$ cat src/rtl/alu_driver.sv
// Initiator side of the ALU command interface: folds calculator tokens into a signed
// accumulator, issuing one ALU op per "acc op number" triple. Optional macro: DIV0_CHECK_EN.
`ifndef AC_N
`define AC_N 2
`endif
`ifndef AC_AD
`define AC_AD 2'd0
`endif
`ifndef AC_SB
`define AC_SB 2'd1
`endif
`ifndef AC_MU
`define AC_MU 2'd2
`endif
`ifndef AC_DI
`define AC_DI 2'd3
`endif

module alu_driver #(
  parameter int N = 16
) (
  input  logic             clk,
  input  logic             rst_n,
  input  logic             tok_valid,
  output logic             tok_ready,
  input  logic [1:0]       tok_type,
  input  logic [N-1:0]     tok_data,
  input  logic [`AC_N-1:0] tok_op,
  output logic [N-1:0]     alu_a,
  output logic [N-1:0]     alu_b,
  output logic [`AC_N-1:0] alu_cmd,
  input  logic [N-1:0]     alu_c,
  output logic             res_valid,
  input  logic             res_ready,
  output logic [N-1:0]     res_data,
  output logic             res_err
);

  localparam logic [1:0] tk_num = 2'b00;
  localparam logic [1:0] tk_op  = 2'b01;
  localparam logic [1:0] tk_eq  = 2'b10;
  localparam logic [1:0] tk_clr = 2'b11;

  typedef enum logic [2:0] {
    st_empty, st_acc, st_op, st_exec, st_res
  } state_t;

  state_t             state_reg, state_next;
  logic [N-1:0]       acc_reg, acc_next;
  logic [N-1:0]       b_reg, b_next;
  logic [`AC_N-1:0]   op_reg, op_next;
  logic               tok_fire;

`ifdef DIV0_CHECK_EN
  logic err_reg, err_next;
  assign res_err = err_reg;
`else
  assign res_err = 1'b0;
`endif

  assign tok_fire = tok_valid & tok_ready;

  // ALU inputs come straight from registers so they never glitch during EXEC
  assign alu_a    = acc_reg;
  assign alu_b    = b_reg;
  assign alu_cmd  = op_reg;
  assign res_data = acc_reg;

  always_ff @(posedge clk or negedge rst_n) begin
    if (!rst_n) begin
      state_reg <= st_empty;
      acc_reg   <= '0;
      b_reg     <= '0;
      op_reg    <= `AC_AD;
`ifdef DIV0_CHECK_EN
      err_reg   <= 1'b0;
`endif
    end else begin
      state_reg <= state_next;
      acc_reg   <= acc_next;
      b_reg     <= b_next;
      op_reg    <= op_next;
`ifdef DIV0_CHECK_EN
      err_reg   <= err_next;
`endif
    end
  end

  always_comb begin
    state_next = state_reg;
    acc_next   = acc_reg;
    b_next     = b_reg;
    op_next    = op_reg;
`ifdef DIV0_CHECK_EN
    err_next   = err_reg;
`endif
    case (state_reg)
      st_empty: begin
        if (tok_fire && tok_type == tk_num) begin
          acc_next   = tok_data;
          state_next = st_acc;
        end
      end
      st_acc: begin
        if (tok_fire) begin
          case (tok_type)
            tk_num: acc_next = tok_data;
            tk_op: begin
              op_next    = tok_op;
              state_next = st_op;
            end
            tk_eq:   state_next = st_res;
            default: state_next = st_empty;
          endcase
        end
      end
      st_op: begin
        if (tok_fire) begin
          case (tok_type)
            tk_op: op_next = tok_op;
            tk_num: begin
              b_next     = tok_data;
              state_next = st_exec;
`ifdef DIV0_CHECK_EN
              // Divide by zero never reaches the ALU; report it instead
              if (op_reg == `AC_DI && tok_data == '0) begin
                acc_next   = '0;
                err_next   = 1'b1;
                state_next = st_res;
              end
`endif
            end
            tk_clr: begin
              acc_next   = '0;
              op_next    = `AC_AD;
              state_next = st_empty;
            end
            default: state_next = st_op;
          endcase
        end
      end
      st_exec: begin
        acc_next   = alu_c;
        state_next = st_res;
      end
      st_res: begin
        if (res_ready) begin
          state_next = res_err ? st_empty : st_acc;
`ifdef DIV0_CHECK_EN
          err_next   = 1'b0;
`endif
        end
      end
      default: state_next = st_empty;
    endcase
  end

  always_comb begin
    tok_ready = (state_reg == st_empty) || (state_reg == st_acc) || (state_reg == st_op);
    res_valid = (state_reg == st_res);
  end

endmodule

$ cat config.mk
export PLATFORM = sky130hd
export DESIGN_NAME = alu_driver
export DESIGN_NICKNAME = d
export VERILOG_FILES = /design/src/rtl/alu_driver.sv
export SDC_FILE = /design/constraint.sdc
export NUM_CORES = 1
export LEC_CHECK = 0
export CELL_PAD_IN_SITES_DETAIL_PLACEMENT = 0
export CELL_PAD_IN_SITES_GLOBAL_PLACEMENT = 1
export CORE_ASPECT_RATIO = 0.8
export CORE_MARGIN = 10
export CORE_UTILIZATION = 30
export CTS_CLUSTER_DIAMETER = 80
export DETAILED_ROUTE_END_ITERATION = 8
export GPL_TIMING_DRIVEN = 0
export PLACE_DENSITY_LB_ADDON = 0.1
export SETUP_SLACK_MARGIN = 0.5
export SLEW_MARGIN = 10
export SYNTH_ARGS = -nofsm -noshare
export SYNTH_HDL_FRONTEND = slang
export SYNTH_SLANG_ARGS = --single-unit
$ cat constraint.sdc
create_clock -name clk -period 2.8 [get_ports clk]
set_input_delay 0.7 -clock clk [delete_from_list [all_inputs] [get_ports clk]]
set_output_delay 0.7 -clock clk [all_outputs]
set_load 0.01 [all_outputs]
# Word-level counts from Yosys, hierarchy flattened
# Cells that the tools add are included.
# Widths: inputs -> output; s select.
totals:
  register_bits: 37
  wordCells: 51
  out_inout_bits: 53
op_classes:
  muxes: 18
  n_bitwise: 1
  eq_ne: 17
  reduce_logical: 11
ops:
  columns: ["cell", "count"]
  rows:
  - ["$mux 16", 5]
  - ["$pmux 16 s4", 1]
  - ["$pmux 3 s3", 2]
  - ["$pmux 3 s5", 1]
  - ["$mux 3", 4]
  - ["$ne 2x2->1 const B", 6]
  - ["$reduce_and 6->1", 2]
  - ["$pmux 2 s2", 2]
  - ["$eq 3x2->1 const B", 2]
  - ["$mux 2", 3]
  - ["$ne 2x1->1 const B", 3]
  - ["$reduce_and 5->1", 1]
  - ["$eq 2x2->1 const B", 2]
  - ["$reduce_bool 4->1", 1]
  - ["$eq 3x1->1 const B", 1]
  - ["$eq 3x3->1 const B", 1]
  - ["$logic_not 3->1", 1]
  - ["$ne 3x1->1 const B", 1]
  - ["$reduce_and 3->1", 1]
  - ["$eq 2x1->1 const B", 1]
  - ["$logic_not 2->1", 1]
  - ["$logic_or 1x1->1", 2]
  - ["$reduce_bool 2->1", 1]
  - ["$and 1x1->1", 1]
  - ["$logic_and 1x1->1", 1]

# Logic depth before layout (Yosys ltp)
# Gate-level depths: netlist (run 1).
depth:
  ltp_word: 7
  depth_mapped: 5

# Worst setup path after synthesis (run 1)
# OpenSTA, ideal clock, no wires.
synth_timing:
  path_type: "input -> register"
  from: "in tok_type[1]"
  to: "reg acc_reg[0], in the netlist alu_a[0]"
  path_stages: 4
  path_slack_ns: 0.594
  arrival_ns: 2.127
  n_path_buf: 1
  setup_time_ns: 0.079
  cell_sequence: "or4b_2 -> a31oi_4 -> buf_4 -> mux2i_1"
synth_between:
  elab_chain_len: 4
  word_cells_on_any_way: 7
  classes_between: "eq/ne: 4; reduce/logical: 3"
synth_rtl:
  columns: ["element", "line", "rtl"]
  rows:
  - ["start: declaration", "26", "input logic [1:0] tok_type,"]
  - ["$logic_not 2->1", "99, 106", null]
  - ["$logic_and 1x1->1", "99", "if (tok_fire && tok_type == tk_num) begin"]
  - ["$ne 2x2->1 (no line)", null, null]
  - ["$reduce_and 6->1 (no line) (*)", null, null]
  - ["end signal: assignment", "80", "acc_reg <= acc_next;"]
  - ["end: declaration", "49", "logic [N-1:0] acc_reg, acc_next;"]
# Every way passes the cells marked *; elsewhere a longest branch is shown, timed or not.
# A chain may end at the register's enable or synchronous reset.

# Worst setup path after layout (run 1)
layout_timing:
  from: "reg state_reg[1]"
  to: "out tok_ready"
layout_between:
  elab_chain_len: 3
  word_cells_on_any_way: 5
  classes_between: "eq/ne: 2; reduce/logical: 3"
layout_rtl:
  columns: ["element", "line", "rtl"]
  rows:
  - ["start: declaration", "48", "state_t state_reg, state_next;"]
  - ["start signal: assignment", "71", "state_reg <= st_empty;"]
  - ["start signal: assignment", "79", "state_reg <= state_next;"]
  - ["$eq 3x1->1 / $logic_not 3->1 (equally long branches)", "159", "tok_ready = (state_reg == st_empty) || (state_reg == st_acc) || (state_reg == st_op);"]
  - ["$logic_or 1x1->1", "159", null]
  - ["$logic_or 1x1->1 (*)", "159", null]
  - ["end: declaration", "25", "output logic tok_ready,"]
# Marks and branches as above.

==> results.sh, run 1 <==
export IMPL_htreeDepth=2
export IMPL_intPower_uw=1920
export IMPL_drc=0
export IMPL_die_area_um2=10100
export IMPL_synthCells=174
export IMPL_yosysTopAreaCellShare_pct=47.6
export IMPL_hold_viol=0
export IMPL_stdcell_area_um2=3110
export IMPL_arrival_ns=1.52
export IMPL_multiInputGateArea_um2=776
export IMPL_synth_top_area_cell="dfrtp_1"
export IMPL_p_per_area_nw_per_um2=895
export IMPL_crit_chain="and2_1 -> buf_2 -> clkbuf_8 -> nor2_2 -> clkbuf_2"
export IMPL_clockPowerShare_pct=14.9
export IMPL_cp_max_fo=10
export IMPL_wl_um=5520
export IMPL_portBuffers=91
export IMPL_overflow=0
export IMPL_cp_top_family="buffers and inverters"
export IMPL_synth_cell_area_um2=1950
export IMPL_post_place_ws_ns=-0.214
export IMPL_holdBufCountCts=0
export IMPL_cp_slowest_stage_delay_ns=0.45
export IMPL_synth_nets=214
export IMPL_diodes=0
export IMPL_grt_max_degree=23
export IMPL_hp_class="input pin to asynchronous set/reset pin"
export IMPL_worst_ir_drop_vdd_mv=0.302
export IMPL_core_um2=6340
export IMPL_cap_violations=0
export IMPL_path_depth=5
export IMPL_cts_clk_slew_worst_paths_ns=0.08
export IMPL_antenna_found_initial=0
export IMPL_power_leakage_uw=0.00141
export IMPL_rows=26
export IMPL_setup_viol=0
export IMPL_syn_area_per_cell_um2=11.2
export IMPL_hpwlAfterDp_um=4270
export IMPL_synth_area_leaders="dfrtp_1 (48%), mux2i_1 (9.3%), mux2_4 (7.7%)"
export IMPL_viasPerCell=4.23
export IMPL_rr_worst_depth=5
export IMPL_maxUsedRoutingLayer="met4"
export IMPL_wl_met2_um=2390
export IMPL_fin_ws_ns=0.583
export IMPL_clockRootBuffer="clkbuf_8"
export IMPL_pwr_share_comb_pct=52.2
export IMPL_initial_core_util_pct=30.7
export IMPL_slew_viol_final=0
export IMPL_clk_path_buf_depth=2
export IMPL_placed_area_um2=2990
export IMPL_die_y_um=92.1
export IMPL_tightest_slew_ns=0.511
export IMPL_cts_buffers=5
export IMPL_post_route_min_period_ns=2.22
export IMPL_track_usage_pct=10.9
export IMPL_p_sw_uw=865
export IMPL_ys_seq_elements=37
export IMPL_worst_ep_required_time_ns=2.10
export IMPL_num_io_pins=93
export IMPL_skew_ns=0.00540
export IMPL_cp_end_kind="primary output"
export IMPL_synthToLayoutAreaGrowth_pct=59.9
export IMPL_die_w_um=110
export IMPL_status="complete, no violations"
export IMPL_place_congestion=0.701
export IMPL_fillerInstances=615
export IMPL_wire_per_inst_um=15.4
export IMPL_switching_share_pct=31.0
export IMPL_drive_above_1_share_pct=21.5
export IMPL_rsz0062_at_grt="false"
export IMPL_yosysSeqAreaShare_pct=47.6
export IMPL_path_buf_inv=3
export IMPL_worst_setup_path_type="flip-flop to primary output"
export IMPL_drtPass1Iterations=3
export IMPL_wl_met1_um=2580
export IMPL_vias=1520
export IMPL_regArea_um2=928
export IMPL_synth_warnings=0
export IMPL_clk_latency_ns=0.29
export IMPL_drt_initial_drc_count=31
export IMPL_grt_pass1_vias=1568
export IMPL_wl_met3_um=489
export IMPL_final_nets=314
export IMPL_cts_tree="built"
export IMPL_cts_sinks=37
export IMPL_slowest_stage="dfrtp_2"
export IMPL_fmax_mhz=451
export IMPL_fin_crit_sh_pct=79.2
export IMPL_synth_distinct_cells=30
export IMPL_grt_pass1_wl_um=8610
export IMPL_slew_headroom_pct=65.9
export IMPL_seqPwrFrac_pct=32.8
export IMPL_ant_nets=0
export IMPL_start_kind="flip-flop"
[logic make-up (layout without fill, tap and decap cells)]
family,count (synthesis),count (layout),share of synthesized area [%]
AND/OR/NAND/NOR,33,33,10.9
buffers and inverters,43,144,13.0
AO/OA/AOI/OAI,26,26,7.91
other,1,1,0.193
multiplexers,34,34,20.4
flip-flops,37,37,47.6
[final cells by class]
| cell class | count | share of cell area [%] |
|---|---|---|
| well taps | 84 | 3.38 |
| clock buffers | 7 | 3.09 |
| multi-input cells | 94 | 24.9 |
| plain buffers | 24 | 6.43 |
| flip-flops and latches | 37 | 29.8 |
| repair buffers | 93 | 29.9 |
| clock inverters | 1 | 0.161 |
| inverters | 19 | 2.29 |
[synthesized netlist by cell type]
cell type and number:
or3b_1 1, inv_1 19, mux2i_1 18, o21ai_0 5
and2_1 1, nand2_1 4, and3_1 1, nor2_1 1
buf_12 1, or4b_4 1, buf_6 1, mux2_4 10
dfrtp_1 37, o22ai_1 1, a211oi_1 1, a31oi_1 1
nor2b_1 16, nand4_1 1, or3b_2 1, buf_4 18
conb_1 1, clkbuf_1 4, a31oi_4 1, o211ai_1 1
or4b_2 1, mux2_2 6, and2b_1 1, a21oi_1 16
nor3b_1 1, nand2b_1 3
[stage by stage]
step	hold slack, ns	util [%]	power (uW)	instances	TNS, ns
final	0.334	49.1	2790	359	0
after detailed placement	0.493	47.1	2400	350	-1.91
after global placement	0.488	46.7	2390	349	-1.67
after CTS	0.350	49.1	2840	359	0
after global routing	0.359	49.1	2980	359	0
after floorplan	0.404	-	1550	174	0
[final timing paths]
path	slack, ns	from	endpoint
worst max-delay path	0.58	state_reg[1]	tok_ready
worst min-delay path	0.33	rst_n	alu_cmd[0]
worst max register to register	0.62	state_reg[2]	alu_b[14]
worst min register to register	0.51	alu_b[0]	alu_b[0]
max in group asynchronous	2.02	rst_n	alu_b[1]
min in group clk	0.51	alu_b[0]	alu_b[0]
[routing by layer]
| metal | vias to the layer above | global-route usage (%) |
|---|---|---|
| li1 | 758 | - |
| met2 | 51 | 16.4 |
| met3 | 7 | 3.22 |
| met5 | - | 0 |
| met4 | 0 | 3.57 |
| met1 | 704 | 14.4 |
[power groups by stage]
| stage | logic, uW | registers, uW | clock network [uW] |
|---|---|---|---|
| after floorplan | 541 | 1010 | 0 |
| after global placement | 1470 | 920 | 0 |
| after CTS | 1490 | 919 | 431 |
| after global routing | 1570 | 953 | 452 |
| final | 1460 | 916 | 416 |
| after detailed placement | 1480 | 926 | 0 |
[cells in the final DEF (no fill, tap or decap), drive strengths merged, types with 3 or more instances in the layout]
master / synthesis / routed
clkdlybuf4s50: 0 / 85
dfrtp: 37 / 37
buf: 20 / 24
inv: 19 / 19
mux2i: 18 / 18
nor2b: 16 / 16
a21oi: 16 / 16
mux2: 16 / 16
clkbuf: 4 / 11
o21ai: 5 / 5
nand2: 4 / 4
dlygate4sd2: 0 / 4
nand2b: 3 / 3
[timing repair]
item	CTS	global route
endpoints found under the setup margin	18	2
resized for setup	13	6
buffers inserted	1	0
hold endpoints to repair	0	0
pin swaps	1	0
Power figures use the tool's default switching activity.
==> run 2: changes to the inputs <==
==> constraint.sdc (replaced) <==
create_clock -name clk -period 2.1 [get_ports clk]
set_input_delay 0.525 -clock clk [delete_from_list [all_inputs] [get_ports clk]]
set_output_delay 0.525 -clock clk [all_outputs]
set_load 0.01 [all_outputs]
==> run 2 against run 1 <==
  * Worst hold slack lost 0.21 ns
  * Sequential power grew 31%
  * Clock-buffer cell count fell by 1
  * Wire length increased by 2.9%
  * Critical path depth did not move
  * Total power is 25% higher
  * Cell count rose by 5.0%
  * First-iteration DRC count is 35% lower
  * Die area unchanged
  * Global-route usage rose by 0.20 points
  * Critical endpoint is now alu_b[9]
  * Highest routed layer unchanged
==> results.sh, run 2 (synthesis results as in run 1) <==
export IMPL_p_per_area_nw_per_um2=1080
export IMPL_drc=0
export IMPL_viasPerCell=4.12
export IMPL_status="complete, no violations"
export IMPL_met2_usage_pct=16.7
export IMPL_power_leakage_uw=0.00160
export IMPL_grt_max_degree=27
export IMPL_worst_setup_path_type="flip-flop to flip-flop"
export IMPL_tightest_slew_ns=0.527
export IMPL_diodes=0
export IMPL_skew_ns=0.00714
export IMPL_die_y_um=92.1
export IMPL_fin_crit_sh_pct=95.3
export IMPL_final_common_cell="dlygate4sd2_1"
export IMPL_rr_startpoint="state_reg[0]"
export IMPL_drtPass1Iterations=4
export IMPL_slew_headroom_pct=64.9
export IMPL_arrival_ns=2.17
export IMPL_initial_core_util_pct=30.7
export IMPL_track_usage_pct=11.1
export IMPL_htreeDepth=2
export IMPL_reg2reg_slack_ns=0.1
export IMPL_worst_ir_drop_vdd_mv=0.451
export IMPL_place_congestion=0.736
export IMPL_timing_critical_path_to="alu_b[9]"
export IMPL_worst_ep_required_time_ns=2.27
export IMPL_wire_per_inst_um=15.1
export IMPL_ant_nets=0
export IMPL_tns_ns=0
export IMPL_final_nets=332
export IMPL_multiInputGateArea_um2=806
export IMPL_vias=1555
export IMPL_start_kind="flip-flop"
export IMPL_regArea_um2=930
export IMPL_rr_worst_depth=5
export IMPL_grt_use_met3_pct=3.36
export IMPL_num_io_pins=93
export IMPL_clk_latency_ns=0.28
export IMPL_cp_end_kind="flip-flop"
export IMPL_setup_viol=0
export IMPL_drive_above_1_share_pct=30.0
export IMPL_synthToLayoutAreaGrowth_pct=65.4
export IMPL_wl_um=5690
export IMPL_fillerInstances=609
export IMPL_post_route_min_period_ns=2.00
export IMPL_cap_violations=0
export IMPL_final_cell_mix="dlygate4sd2_1 (36), clkdlybuf4s50_1 (35), buf_4 (34), dfrtp_1 (34), inv_1 (19)"
export IMPL_cp_max_fo=10
export IMPL_cts_buffers=5
export IMPL_drt_initial_drc_count=20
export IMPL_cts_tree="built"
export IMPL_antenna_found_initial=0
export IMPL_r2r_end="alu_b[9]"
export IMPL_die_area_um2=10100
export IMPL_instances_no_fill=377
export IMPL_rsz0062_at_grt="true"
export IMPL_fmax_mhz=500
export IMPL_rows=26
export IMPL_cts_sinks=37
export IMPL_clk_path_buf_depth=2
export IMPL_die_w_um=110
export IMPL_holdBufCountCts=0
export IMPL_grt_pass1_vias=1571
export IMPL_whs_ns=0.126
export IMPL_busiest_layer="met2"
export IMPL_portBuffers=91
export IMPL_cts_clk_slew_worst_paths_ns=0.07
export IMPL_hold_viol=0
export IMPL_utilization_pct=50.8
export IMPL_hp_class="input pin to asynchronous set/reset pin"
export IMPL_hpwlAfterDp_um=4250
export IMPL_core_um2=6340
export IMPL_overflow=0
export IMPL_use_met1_pct=15.1
export IMPL_dp_cells=350
export IMPL_grt_pass1_wl_um=8740
export IMPL_slew_viol_final=0
export IMPL_startpoint="state_reg[0]"
export IMPL_clockRootBuffer="clkbuf_8"
run 2: changes by cell type in the layout (fill, tap and decap cells not counted), sizes merged:
cell | previous run | this run
clkbuf | 11 | 16
buf | 24 | 43
clkdlybuf4s15 | 0 | 10
clkdlybuf4s50 | 85 | 35
bufbuf | 0 | 1
clkinv | 1 | 2
dlygate4sd2 | 4 | 36
run 2: how the worst min path moves through the flow:
| stage | cells after the start | startpoint | slack, ns | end |
|---|---|---|---|---|
| 6_report | 1 | rst_n | 0.13 | alu_a[3] |
| 5_1_grt | 1 | rst_n | 0.14 | alu_a[3] |
| 4_1_cts | 1 | rst_n | 0.13 | alu_a[3] |
| 3_5_place_dp | 1 | rst_n | 0.44 | alu_a[9] |
| 3_3_place_gp | 1 | alu_b[3] | 0.49 | alu_b[3] |
| 2_1_floorplan | 0 | rst_n | 0.23 | alu_a[0] |
run 2: layer usage:
metal	wire length [um]	vias to the layer above	share of wire [%]
li1	-	798	-
met1	2670	707	47
met2	2580	45	45
met3	383	5	6.7
met4	51	0	0.90
met5	0	-	0
run 2: final cells by class:
| class | count | share of cell area, % |
|---|---|---|
| timing repair buffer | 111 | 31.3 |
| sequential | 37 | 28.9 |
| multi-input combinational | 94 | 25.0 |
| buffer | 24 | 6.80 |
| tap | 84 | 3.26 |
| clock buffer | 6 | 2.25 |
| inverter | 19 | 2.21 |
| clock inverter | 2 | 0.311 |
run 2: worst max-delay path, stage by stage, from the launching register on:
cell and delay [ns]:
dfrtp_2 0.44, or3b_4 0.38, or4b_4 0.49, buf_8 0.14
buf_12 0.14, mux2_4 0.30
run 2: what timing repair did:
| item | in CTS | in global routing |
|---|---|---|
| endpoints found under the setup margin | 87 | 45 |
| gates cloned | 1 | 0 |
| pin swaps | 4 | 2 |
| gates resized for setup | 92 | 15 |
| buffers inserted | 9 | 9 |
run 2: stage by stage:
step	worst slack [ns]	area (um^2)	total power [uW]
after floorplan	0.115	1960	2070
after global placement	-0.671	2970	3190
after detailed placement	-0.480	2990	3210
after CTS	0.0911	3170	3510
after global routing	0.0646	3220	3750
final	0.0980	3220	3480
run 2: power breakdown:
group | total [uW] | internal (uW) | switching (uW)
Clock | 468 | 230 | 238
Sequential | 1200 | 1010 | 190
Combinational | 1820 | 1080 | 740
